$ cat config.mk
export PLATFORM = sky130hd
export DESIGN_NAME = alu_arbiter
export DESIGN_NICKNAME = d
export VERILOG_FILES = /design/src/rtl/alu_pkg.sv /design/src/rtl/alu.sv /design/src/rtl/alu_arbiter.sv
export SDC_FILE = /design/constraint.sdc
export NUM_CORES = 1
export LEC_CHECK = 0
export BUFFER_PORTS_ARGS = -buffer_cell sky130_fd_sc_hd__buf_2
export CAP_MARGIN = 0
export CORE_ASPECT_RATIO = 1.75
export CORE_MARGIN = 10
export CORE_UTILIZATION = 53
export DETAILED_ROUTE_END_ITERATION = 10
export PLACE_DENSITY = 0.75
export RECOVER_POWER = 100
export SETUP_SLACK_MARGIN = 0.15
export SYNTH_ARGS = -nofsm -noshare
export SYNTH_HDL_FRONTEND = slang
export SYNTH_SLANG_ARGS = --single-unit
$ cat constraint.sdc
create_clock -name clk -period 12.8 [get_ports clk]
set_clock_uncertainty 0.2 [all_clocks]
set_input_delay 1.28 -clock clk [delete_from_list [all_inputs] [get_ports clk]]
set_output_delay 1.28 -clock clk [all_outputs]
set_load 0.01 [all_outputs]
$ cat src/rtl/alu_pkg.sv
// Shared constants, opcode names and types for the ALU and its two-port arbiter.
package alu_pkg;
    localparam int WIDTH   = 32;
    localparam int OPW     = 4;
    localparam int NUM_OPS = 12;

    localparam logic [OPW-1:0] OP_ADD  = 4'd0;
    localparam logic [OPW-1:0] OP_SUB  = 4'd1;
    localparam logic [OPW-1:0] OP_AND  = 4'd2;
    localparam logic [OPW-1:0] OP_OR   = 4'd3;
    localparam logic [OPW-1:0] OP_XOR  = 4'd4;
    localparam logic [OPW-1:0] OP_SLL  = 4'd5;
    localparam logic [OPW-1:0] OP_SRL  = 4'd6;
    localparam logic [OPW-1:0] OP_SRA  = 4'd7;
    localparam logic [OPW-1:0] OP_INC  = 4'd8;
    localparam logic [OPW-1:0] OP_DEC  = 4'd9;
    localparam logic [OPW-1:0] OP_PASS = 4'd10;
    localparam logic [OPW-1:0] OP_SLTU = 4'd11;

    typedef enum logic [1:0] {
        IDLE = 2'd0,
        EXEC = 2'd1,
        RESP = 2'd2
    } state_t;

    typedef logic req_id_t;
endpackage

$ cat src/rtl/alu.sv
// Combinational ALU: dr is the WIDTH-bit result, cf the carry/borrow/compare flag.
module alu #(
    parameter int WIDTH = alu_pkg::WIDTH,
    parameter int OPW   = alu_pkg::OPW
) (
    input  logic [OPW-1:0]   op,
    input  logic [WIDTH-1:0] tr,
    input  logic [WIDTH-1:0] sr,
    output logic [WIDTH-1:0] dr,
    output logic             cf
);
    import alu_pkg::*;

    localparam int SHW = $clog2(WIDTH);

    logic [SHW-1:0] sh;
    logic [WIDTH:0] res;

    assign sh = sr[SHW-1:0];

    // res[WIDTH] is the flag: carry for add/inc, borrow for sub/dec
    always_comb begin
        res = '0;
        case (op)
            OP_ADD:  res = {1'b0, tr} + {1'b0, sr};
            OP_SUB:  res = {1'b0, tr} - {1'b0, sr};
            OP_AND:  res = {1'b0, tr & sr};
            OP_OR:   res = {1'b0, tr | sr};
            OP_XOR:  res = {1'b0, tr ^ sr};
            OP_SLL:  res = {1'b0, tr << sh};
            OP_SRL:  res = {1'b0, tr >> sh};
            OP_SRA:  res = {1'b0, $unsigned($signed(tr) >>> sh)};
            OP_INC:  res = {1'b0, tr} + {{WIDTH{1'b0}}, 1'b1};
            OP_DEC:  res = {1'b0, tr} - {{WIDTH{1'b0}}, 1'b1};
            OP_PASS: res = {1'b0, sr};
            OP_SLTU: res = {tr < sr, {(WIDTH-1){1'b0}}, tr < sr};
            default: res = '0;
        endcase
    end

    assign dr = res[WIDTH-1:0];
    assign cf = res[WIDTH];
endmodule

$ cat src/rtl/alu_arbiter.sv
// Round-robin sharing of one registered ALU between two valid/ready requesters.
module alu_arbiter #(
    parameter int WIDTH   = alu_pkg::WIDTH,
    parameter int OPW     = alu_pkg::OPW,
    parameter int NUM_OPS = alu_pkg::NUM_OPS,
    parameter int CNTW    = 16
) (
    input  logic             clk,
    input  logic             rst_n,
    input  logic             req0_valid,
    output logic             req0_ready,
    input  logic [OPW-1:0]   req0_op,
    input  logic [WIDTH-1:0] req0_tr,
    input  logic [WIDTH-1:0] req0_sr,
    input  logic             req1_valid,
    output logic             req1_ready,
    input  logic [OPW-1:0]   req1_op,
    input  logic [WIDTH-1:0] req1_tr,
    input  logic [WIDTH-1:0] req1_sr,
    output logic             rsp0_valid,
    input  logic             rsp0_ready,
    output logic [WIDTH-1:0] rsp0_dr,
    output logic             rsp0_cf,
    output logic             rsp0_err,
    output logic             rsp1_valid,
    input  logic             rsp1_ready,
    output logic [WIDTH-1:0] rsp1_dr,
    output logic             rsp1_cf,
    output logic             rsp1_err,
    output logic             busy,
    output logic [CNTW-1:0]  op_count
);
    import alu_pkg::*;

    state_t           state_q, state_d;
    req_id_t          ptr_q, ptr_d;
    req_id_t          owner_q, owner_d;
    logic [OPW-1:0]   op_q, op_d;
    logic [WIDTH-1:0] tr_q, tr_d;
    logic [WIDTH-1:0] sr_q, sr_d;
    logic [WIDTH-1:0] dr_q, dr_d;
    logic             cf_q, cf_d;
    logic             err_q, err_d;
    logic [CNTW-1:0]  cnt_q, cnt_d;

    logic [WIDTH-1:0] alu_dr;
    logic             alu_cf;
    req_id_t          win;
    logic             illegal;

    alu #(.WIDTH(WIDTH), .OPW(OPW)) u_alu (
        .op (op_q),
        .tr (tr_q),
        .sr (sr_q),
        .dr (alu_dr),
        .cf (alu_cf)
    );

    assign illegal = (int'(op_q) >= NUM_OPS);

    always_comb begin
        state_d    = state_q;
        ptr_d      = ptr_q;
        owner_d    = owner_q;
        op_d       = op_q;
        tr_d       = tr_q;
        sr_d       = sr_q;
        dr_d       = dr_q;
        cf_d       = cf_q;
        err_d      = err_q;
        cnt_d      = cnt_q;
        req0_ready = 1'b0;
        req1_ready = 1'b0;
        // Pointer only breaks ties; a lone requester always wins
        win = (req0_valid && req1_valid) ? ptr_q : req1_valid;
        case (state_q)
            IDLE: begin
                if (rst_n && (req0_valid || req1_valid)) begin
                    req0_ready = ~win;
                    req1_ready = win;
                    owner_d    = win;
                    op_d       = win ? req1_op : req0_op;
                    tr_d       = win ? req1_tr : req0_tr;
                    sr_d       = win ? req1_sr : req0_sr;
                    state_d    = EXEC;
                end
            end
            EXEC: begin
                err_d   = illegal;
                dr_d    = illegal ? '0 : alu_dr;
                cf_d    = illegal ? 1'b0 : alu_cf;
                state_d = RESP;
            end
            RESP: begin
                if (owner_q ? rsp1_ready : rsp0_ready) begin
                    cnt_d   = cnt_q + CNTW'(1);
                    ptr_d   = ~owner_q;
                    state_d = IDLE;
                end
            end
            default: state_d = IDLE;
        endcase
    end

    always_ff @(posedge clk) begin
        if (!rst_n) begin
            state_q <= IDLE;
            ptr_q   <= 1'b0;
            owner_q <= 1'b0;
            op_q    <= '0;
            tr_q    <= '0;
            sr_q    <= '0;
            dr_q    <= '0;
            cf_q    <= 1'b0;
            err_q   <= 1'b0;
            cnt_q   <= '0;
        end else begin
            state_q <= state_d;
            ptr_q   <= ptr_d;
            owner_q <= owner_d;
            op_q    <= op_d;
            tr_q    <= tr_d;
            sr_q    <= sr_d;
            dr_q    <= dr_d;
            cf_q    <= cf_d;
            err_q   <= err_d;
            cnt_q   <= cnt_d;
        end
    end

    // Both ports share the result registers; only the owner's valid is raised
    assign rsp0_valid = (state_q == RESP) && !owner_q;
    assign rsp1_valid = (state_q == RESP) && owner_q;
    assign rsp0_dr    = dr_q;
    assign rsp1_dr    = dr_q;
    assign rsp0_cf    = cf_q;
    assign rsp1_cf    = cf_q;
    assign rsp0_err   = err_q;
    assign rsp1_err   = err_q;
    assign busy       = (state_q != IDLE);
    assign op_count   = cnt_q;
endmodule

==> results by group, run 1 <==
Routing
  – Post-DR wirelength/cell: 27.62 um
  – Routed length on met1: 25.25 mm
  – DR DRC count: 0
  – Final ANT Viol Nets: 0
  – WL met3: about 6.7 mm
  – Highest Signal Layer: met4
  – Vias post-DR: 17810
  – Number of DRC markers in iteration 0: 1846
  – Post-Route WL: 72.41 mm
  – DR vias/cell: 6.794
  – 1st-pass router iterations: 6
  – Routed wl met2: 34.80 mm

Setup path
  – Worst setup endpoint: rsp0_dr[25]
  – Family with the most delay on the worst path: buffers and inverters
  – Critical path class: reg -> reg
  – Critical path capture point type: flop
  – WP buf/inv: 4
  – CP startpoint: sr_q[3]
  – R2r setup slk: ~4.7 ns
  – CP max stage cell: clkbuf_1
  – R2r startpoint: sr_q[3]
  – Critical Path RT: 12.71 ns
  – CP Max Fanout: 74
  – Critical Path Stages: 19
  – Reg2Reg Depth: 19
  – Reg2reg end: rsp0_dr[25]
  – Max incr delay on CP: 2.25 ns
  – Critical path cell sequence: clkbuf_1, inv_1, clkbuf_1, nand2_1, nor2_1, nand2_1, nor2_1, xnor2_1, a21oi_1, ha_1, inv_1, o21ai_0, o211a_1, or4_1, nor4b_1, o22ai_1, xnor2_1, a221oi_1, a221oi_1
  – Critical path arrival: 7.98 ns
  – Startpoint Class: flop

STA
  – Fin crit period: 8.064 ns
  – Hold WS: 0.3031 ns
  – Final hold vios: 0
  – Setup TNS: 0 ns
  – Fmax: approximately 120 MHz
  – Final Cycle Share: 63.00%
  – Worst slew pin tran: 4.318 ns
  – Max_slew headroom: -187.9%
  – Setup Viol. Count Final: 0
  – Unrepaired setup endpoints after global routing: false
  – Slew Viols, Final: 334

Synthesis
  – Post-Syn Area: 0.01570 mm^2
  – Post-synth EDFFs: 0
  – Async SR Flop Fraction: 0%
  – Yosys warns: 0
  – Post-Syn Nets: 2413
  – Post-synth cell types: 81
  – Avg Cell Area, Syn: 7.342 um^2
  – Register bit count reported by yosys: 122
  – Ys flop type: dfxtp_1
  – Seq/Total Area, Yosys: between 10% and 20%
  – Cell count after synthesis: 2138

Clock network
  – Setup Buffers After CTS: 0
  – H-tree levels: 4
  – Clk slew on worst S/H paths: 0.06 ns
  – CTS buffer count: 17
  – Clock sinks: about 120
  – CTS tree: yes
  – PostCTS Resize Cnt: 0
  – Worst-Skew Late Latency: 0.47 ns
  – Clock root buffer: clkbuf_16
  – # hold bufs at CTS: 0
  – Maximum root-to-sink buffer count: 2

Status
  – Run status: finished with violations
  – Failing checks: max-capacitance violations, max-slew violations

Cells and area
  – Fillers: 2913
  – Nets: 2502
  – Layout cell share with drive strength beyond 1: around 13%
  – Fin cells: about 2600
  – Diode count: 0
  – Synthesis-to-layout area growth: 10.02%

Global route
  – GRT overflow: 0
  – Largest net degree at the start of global routing: between 80 and 90
  – Total track usage: 37.76%
  – Vias in the first global route: 17310
  – Initial antenna violation count: 1
  – First-pass GRT wire length: 106.7 mm

Die
  – Core area: 0.02929 mm^2
  – Die area: 0.03717 mm^2
  – Die W: between 150 and 200 um
  – Ports: ~230
  – Die H: around 250 um
  – Rows: 83
  – Starting Density: 53.60%

Job
  – Number of max-cap violations: 5

Placement
  – Input/output buffers: 230
  – Detail Placement HPWL: 55.09 mm
  – Routability cong.: 1.091
  – Placed cell count: 2590

Power and ir drop
  – VDD IR-drop max: 0.0001089 V
  – Leakage: 0.006957 uW
  – PD cells: 126.3 mW/mm^2
  – Total power: 2182 uW

Min path
  – Hold Path Class: reg -> reg
  – WHS Path Cells: 2
-- cells by family after synthesis --
group,synth area share (%)
AOI/OAI and AO/OA,27.40
xor gates and xnor gates,4.743
adders and majority gates,10.70
buffers and inverters,8.266
DFF,15.56
muxes,14.01
and+or+nand+nor,19.32
-- report_power, final --
part / internal, uW / switching, uW
Clock: 304 / 228
Sequential: 413 / 93.9
Combinational: 421 / 722
Total: 1140 / 1040
-- flip-flops by register name, indices dropped and copies added, names as in the netlist --
name,cells
op_count,16
op_q,4
owner_q,1
ptr_q,1
rsp0_cf,1
rsp0_dr,32
rsp0_err,1
sr_q,32
state_q,2
tr_q,32
-- placed cells by master, fill, tap and decap left out, types with 24 or more instances in the layout --
master    synthesis  layout
a221oi_1         41      41
buf_2            11     142
nor3_1           52      47
ha_1            131     131
a211oi_1        115     115
nor2_1          289     287
xor2_1           24      24
buf_4            35      34
o21ai_0         116     118
dfxtp_1         122     117
clkbuf_1        126      93
nand3_1          40      40
mux4_2           37      37
mux2i_1         123     123
inv_1            99      98
nand2_1         160     160
a21oi_1         170     169
xnor2_1          61      61
-- per-layer routing --
layer,vias up,global-route usage (%)
li1,8002,-
met1,8344,42.09
met2,1132,63.79
met3,335,7.531
met4,0,24.93
met5,-,0
-- how the worst min path moves through the flow --
stage,from,to
finish,rsp0_dr[29],rsp0_dr[29]
floorplan,ptr_q,ptr_q
CTS,rsp0_dr[29],rsp0_dr[29]
global route,rsp0_dr[29],rsp0_dr[29]
detailed placement,rsp0_dr[29],rsp0_dr[29]
global placement,op_count[11],op_count[11]
-- cells in the mapped netlist (all sizes together) (5+ instances only) --
library cell,n,area (um^2)
nand3,40,200.2
a22oi,22,165.2
nand2,160,600.6
nand2b,21,131.4
a311oi,7,61.31
xor2,24,210.2
a211oi,115,863.3
o221ai,13,113.9
o32ai,5,43.79
and2,12,75.07
buf,72,430.4
mux2i,123,1231
nor2,290,1091
o21ai,119,595.6
ha,131,1639
nor3,52,260.3
a21boi,5,37.54
nor2b,17,106.4
inv,102,382.9
o211ai,21,157.7
or2,6,37.54
nand4,21,131.4
mux2,12,135.1
o22ai,13,81.33
o21a,8,60.06
a221oi,41,359.1
mux4,37,833.3
and3,9,56.30
xnor2,61,534.3
a21o,11,82.58
a21oi,170,850.8
clkbuf,126,473.0
dfxtp,122,2442
or3,20,140.1
o31ai,5,37.54
a31oi,22,137.6
a2111oi,5,43.79
nor4,14,93.84
o21bai,16,120.1
a221o,6,60.06
-- worst min-delay path, stage by stage, from the launching register on --
cell and delay [ns]:
dfxtp_1 0.32, nand2_1 0.06, a31oi_1 0.07
-- area by class of cell --
class / count / area, um^2 / share of cell area [%]
sequential: 122 / 2456 / 14.22
tap: 382 / 478.0 / 2.768
timing repair buffer: 268 / 1311 / 7.593
inverter: 105 / 396.6 / 2.297
clock inverter: 13 / 156.4 / 0.9056
multi-input combinational: 1713 / 12020 / 69.59
clock buffer: 19 / 454.2 / 2.630
-- stage by stage --
step	cell area, um^2	worst slack (ns)	util, %
global placement	16790	7.299	57.32
global route	17270	4.340	58.97
CTS	17400	7.291	59.41
detailed placement	16790	7.302	57.32
finish	17270	4.736	58.97
floorplan	15700	7.609	-
(Power assumes the default switching activity.)
==> inputs of run 2 (changes only) <==
Clock period 12.8 ns to 7.55 ns, I/O delays scaled along.
==> results by group, run 2 (synthesis gave the netlist of run 1 again) <==
Status
  – Run status: finished with violations (unchanged)
  – Failing checks: max-capacitance violations, max-slew violations (unchanged)

Routing
  – 1st-pass router iterations: 10 (was 6)
  – Post-Route WL: 74.18 mm (was 72.41 mm)
  – DR vias/cell: 6.882 (was 6.794)
  – Post-DR wirelength/cell: 28.25 um (was 27.62 um)
  – DR DRC count: 0 (unchanged)
  – Final ANT Viol Nets: 0 (unchanged)
  – Number of DRC markers in iteration 0: 2129 (was 1846)
  – Vias post-DR: 18070 (was 17810)

Clock network
  – H-tree levels: 4 (unchanged)
  – CTS tree: yes (unchanged)
  – Clock sinks: 122 (unchanged)
  – Clock root buffer: clkbuf_16 (unchanged)
  – Clk slew on worst S/H paths: 0.07 ns (was 0.06 ns)
  – # hold bufs at CTS: 0 (unchanged)
  – Worst-Skew Late Latency: 0.46 ns (was 0.47 ns)
  – CTS buffer count: 17 (unchanged)
  – PostCTS Resize Cnt: 0 (unchanged)
  – Maximum root-to-sink buffer count: 2 (unchanged)
  – Setup Buffers After CTS: 0 (unchanged)

Power and ir drop
  – PD cells: 213.1 mW/mm^2 (was 126.3 mW/mm^2)
  – Clock share of power: 23.8% (was 24.4%)
  – Net switching fraction of the power: 48.44% (was 47.84%)
  – Total power: 3680 uW (was 2182 uW)
  – Sw power: 1783 uW (was 1044 uW)
  – VDD IR-drop max: 0.0001984 V (was 0.0001089 V)
  – Comb pwr share: 53.2% (was 52.4%)
  – Sequential power share: 23.0% (was 23.2%)
  – Pint: 1897 uW (was 1138 uW)
  – Leakage: 0.006960 uW (was 0.006957 uW)

Min path
  – Hold Path Class: in -> reg (was reg -> reg)

STA
  – Final WS setup: 1.278 ns (was 4.736 ns)
  – Max_slew headroom: -171.6% (was -187.9%)
  – Fin crit period: 6.272 ns (was 8.064 ns)
  – Setup TNS: 0 ns (unchanged)
  – Final Cycle Share: 83.07% (was 63.00%)
  – Unrepaired setup endpoints after global routing: false (unchanged)
  – Setup Viol. Count Final: 0 (unchanged)
  – Final hold vios: 0 (unchanged)
  – Worst slew pin tran: 4.074 ns (was 4.318 ns)
  – Slew Viols, Final: 223 (was 334)
  – Fmax: 159.4 MHz (was 124.0 MHz)

Die
  – Core area: 0.02929 mm^2 (unchanged)
  – Starting Density: 53.60% (unchanged)
  – Ports: 231 (unchanged)
  – Die H: 247.7 um (unchanged)
  – Rows: 83 (unchanged)
  – Die W: 150.1 um (unchanged)
  – Die area: 0.03717 mm^2 (unchanged)

Setup path
  – CP Max Fanout: 35 (was 74)
  – Critical path capture point type: flop (unchanged)
  – Most frequent CP cell: nand2b_1
  – Max incr delay on CP: 1.47 ns (was 2.25 ns)
  – Critical path arrival: 6.36 ns (was 7.98 ns)
  – Startpoint Class: flop (unchanged)
  – CP max stage cell: clkbuf_1 (unchanged)
  – Family with the most delay on the worst path: compound AO/OA/AOI/OAI gates (was buffers and inverters)
  – Critical path cell sequence: nand2b_1, nand2b_1, clkbuf_1, nor2_2, buf_4, a21oi_1, ha_1, a21o_1, a211o_1, o21ai_1, o21bai_1, xnor2_1, nor2_1, a2111oi_0, o21ai_0 (was clkbuf_1, inv_1, clkbuf_1, nand2_1, nor2_1, nand2_1, nor2_1, xnor2_1, a21oi_1, ha_1, inv_1, o21ai_0, o211a_1, or4_1, nor4b_1, o22ai_1, xnor2_1, a221oi_1, a221oi_1)
  – Critical Path RT: 7.64 ns (was 12.71 ns)
  – Critical path class: reg -> reg (unchanged)
  – WP buf/inv: 2 (was 4)

Cells and area
  – Multi-input logic area: 0.01201 mm^2 (was 0.01202 mm^2)
  – Area occupied by registers: 0.002455 mm^2 (was 0.002456 mm^2)
  – Layout cell share with drive strength beyond 1: 13.06% (was 12.95%)
  – Nets: 2505 (was 2502)
  – Fillers: 2819 (was 2913)
  – Commonest non-fill, non-tap cell in the layout: nor2_1 (unchanged)
  – Most frequent cells in the layout: 287 x nor2_1, 169 x a21oi_1, 160 x nand2_1, 141 x buf_2, 131 x ha_1 (was 287 x nor2_1, 169 x a21oi_1, 160 x nand2_1, 142 x buf_2, 131 x ha_1)
  – Synthesis-to-layout area growth: 10.02% (unchanged)

Global route
  – Initial antenna violation count: 1 (unchanged)
  – Total track usage: 38.84% (was 37.76%)
  – First-pass GRT wire length: 109.5 mm (was 106.7 mm)
  – Vias in the first global route: 17460 (was 17310)
  – Largest net degree at the start of global routing: 85 (unchanged)
  – GRT overflow: 0 (unchanged)

Placement
  – Routability cong.: 1.082 (was 1.091)
  – Input/output buffers: 230 (unchanged)
  – Detail Placement HPWL: 56.51 mm (was 55.09 mm)
  – Setup Slack @ Placement: 2.174 ns (was 7.302 ns)

Job
  – Number of max-cap violations: 5 (unchanged)
run 2: changes by cell type in the layout (fill, tap and decap cells not counted), sizes merged:
| cell | before | now |
|---|---|---|
| clkinvlp | 3 | 5 |
| bufinv | 2 | 1 |
| diode | 0 | 1 |
| buf | 176 | 179 |
| clkinv | 6 | 5 |
run 2: power groups by stage:
stage | combinational (uW) | sequential [uW] | clock [uW]
final | 1960 | 846 | 877
after global routing | 2090 | 852 | 903
after CTS | 1900 | 835 | 879
after detailed placement | 1890 | 849 | 0
after global placement | 1870 | 846 | 0
after floorplan | 1350 | 784 | 0
run 2: area by class of cell:
class,count,area share (%)
repair buffers,271,7.737
inverters,105,2.297
multi-input cells,1713,69.51
flip-flops and latches,122,14.21
well taps,382,2.768
diodes,1,0.01449
clock buffers,19,2.688
clock inverters,13,0.7679
run 2: stage by stage:
stage                     cells  utilization (%)  cell area, um^2  hold WS, ns
after global placement     2593            57.36            16800       0.2802
after global routing       2625            58.96            17270       0.3158
after CTS                  2625            59.39            17390       0.2878
after floorplan            2138                -            15700       0.2751
final                      2626            58.97            17270       0.2891
after detailed placement   2593            57.36            16800       0.2912
run 2: final timing paths:
check                             startpoint            to  slack [ns]  depth (start not counted)
worst max register to register       op_q[2]   rsp0_dr[12]        1.28                         15
worst min register to register  op_count[11]  op_count[11]        0.31                          2
worst min-delay path              rsp1_ready         ptr_q        0.29                          2
worst max-delay path                 op_q[2]   rsp0_dr[12]        1.28                         15
run 2: per-layer routing:
metal	track usage, %	up-vias	routed length, um
li1	-	8005	-
met1	42.77	8435	25050
met2	64.94	1255	35080
met3	9.190	376	7965
met4	26.28	0	6080
met5	0	-	0
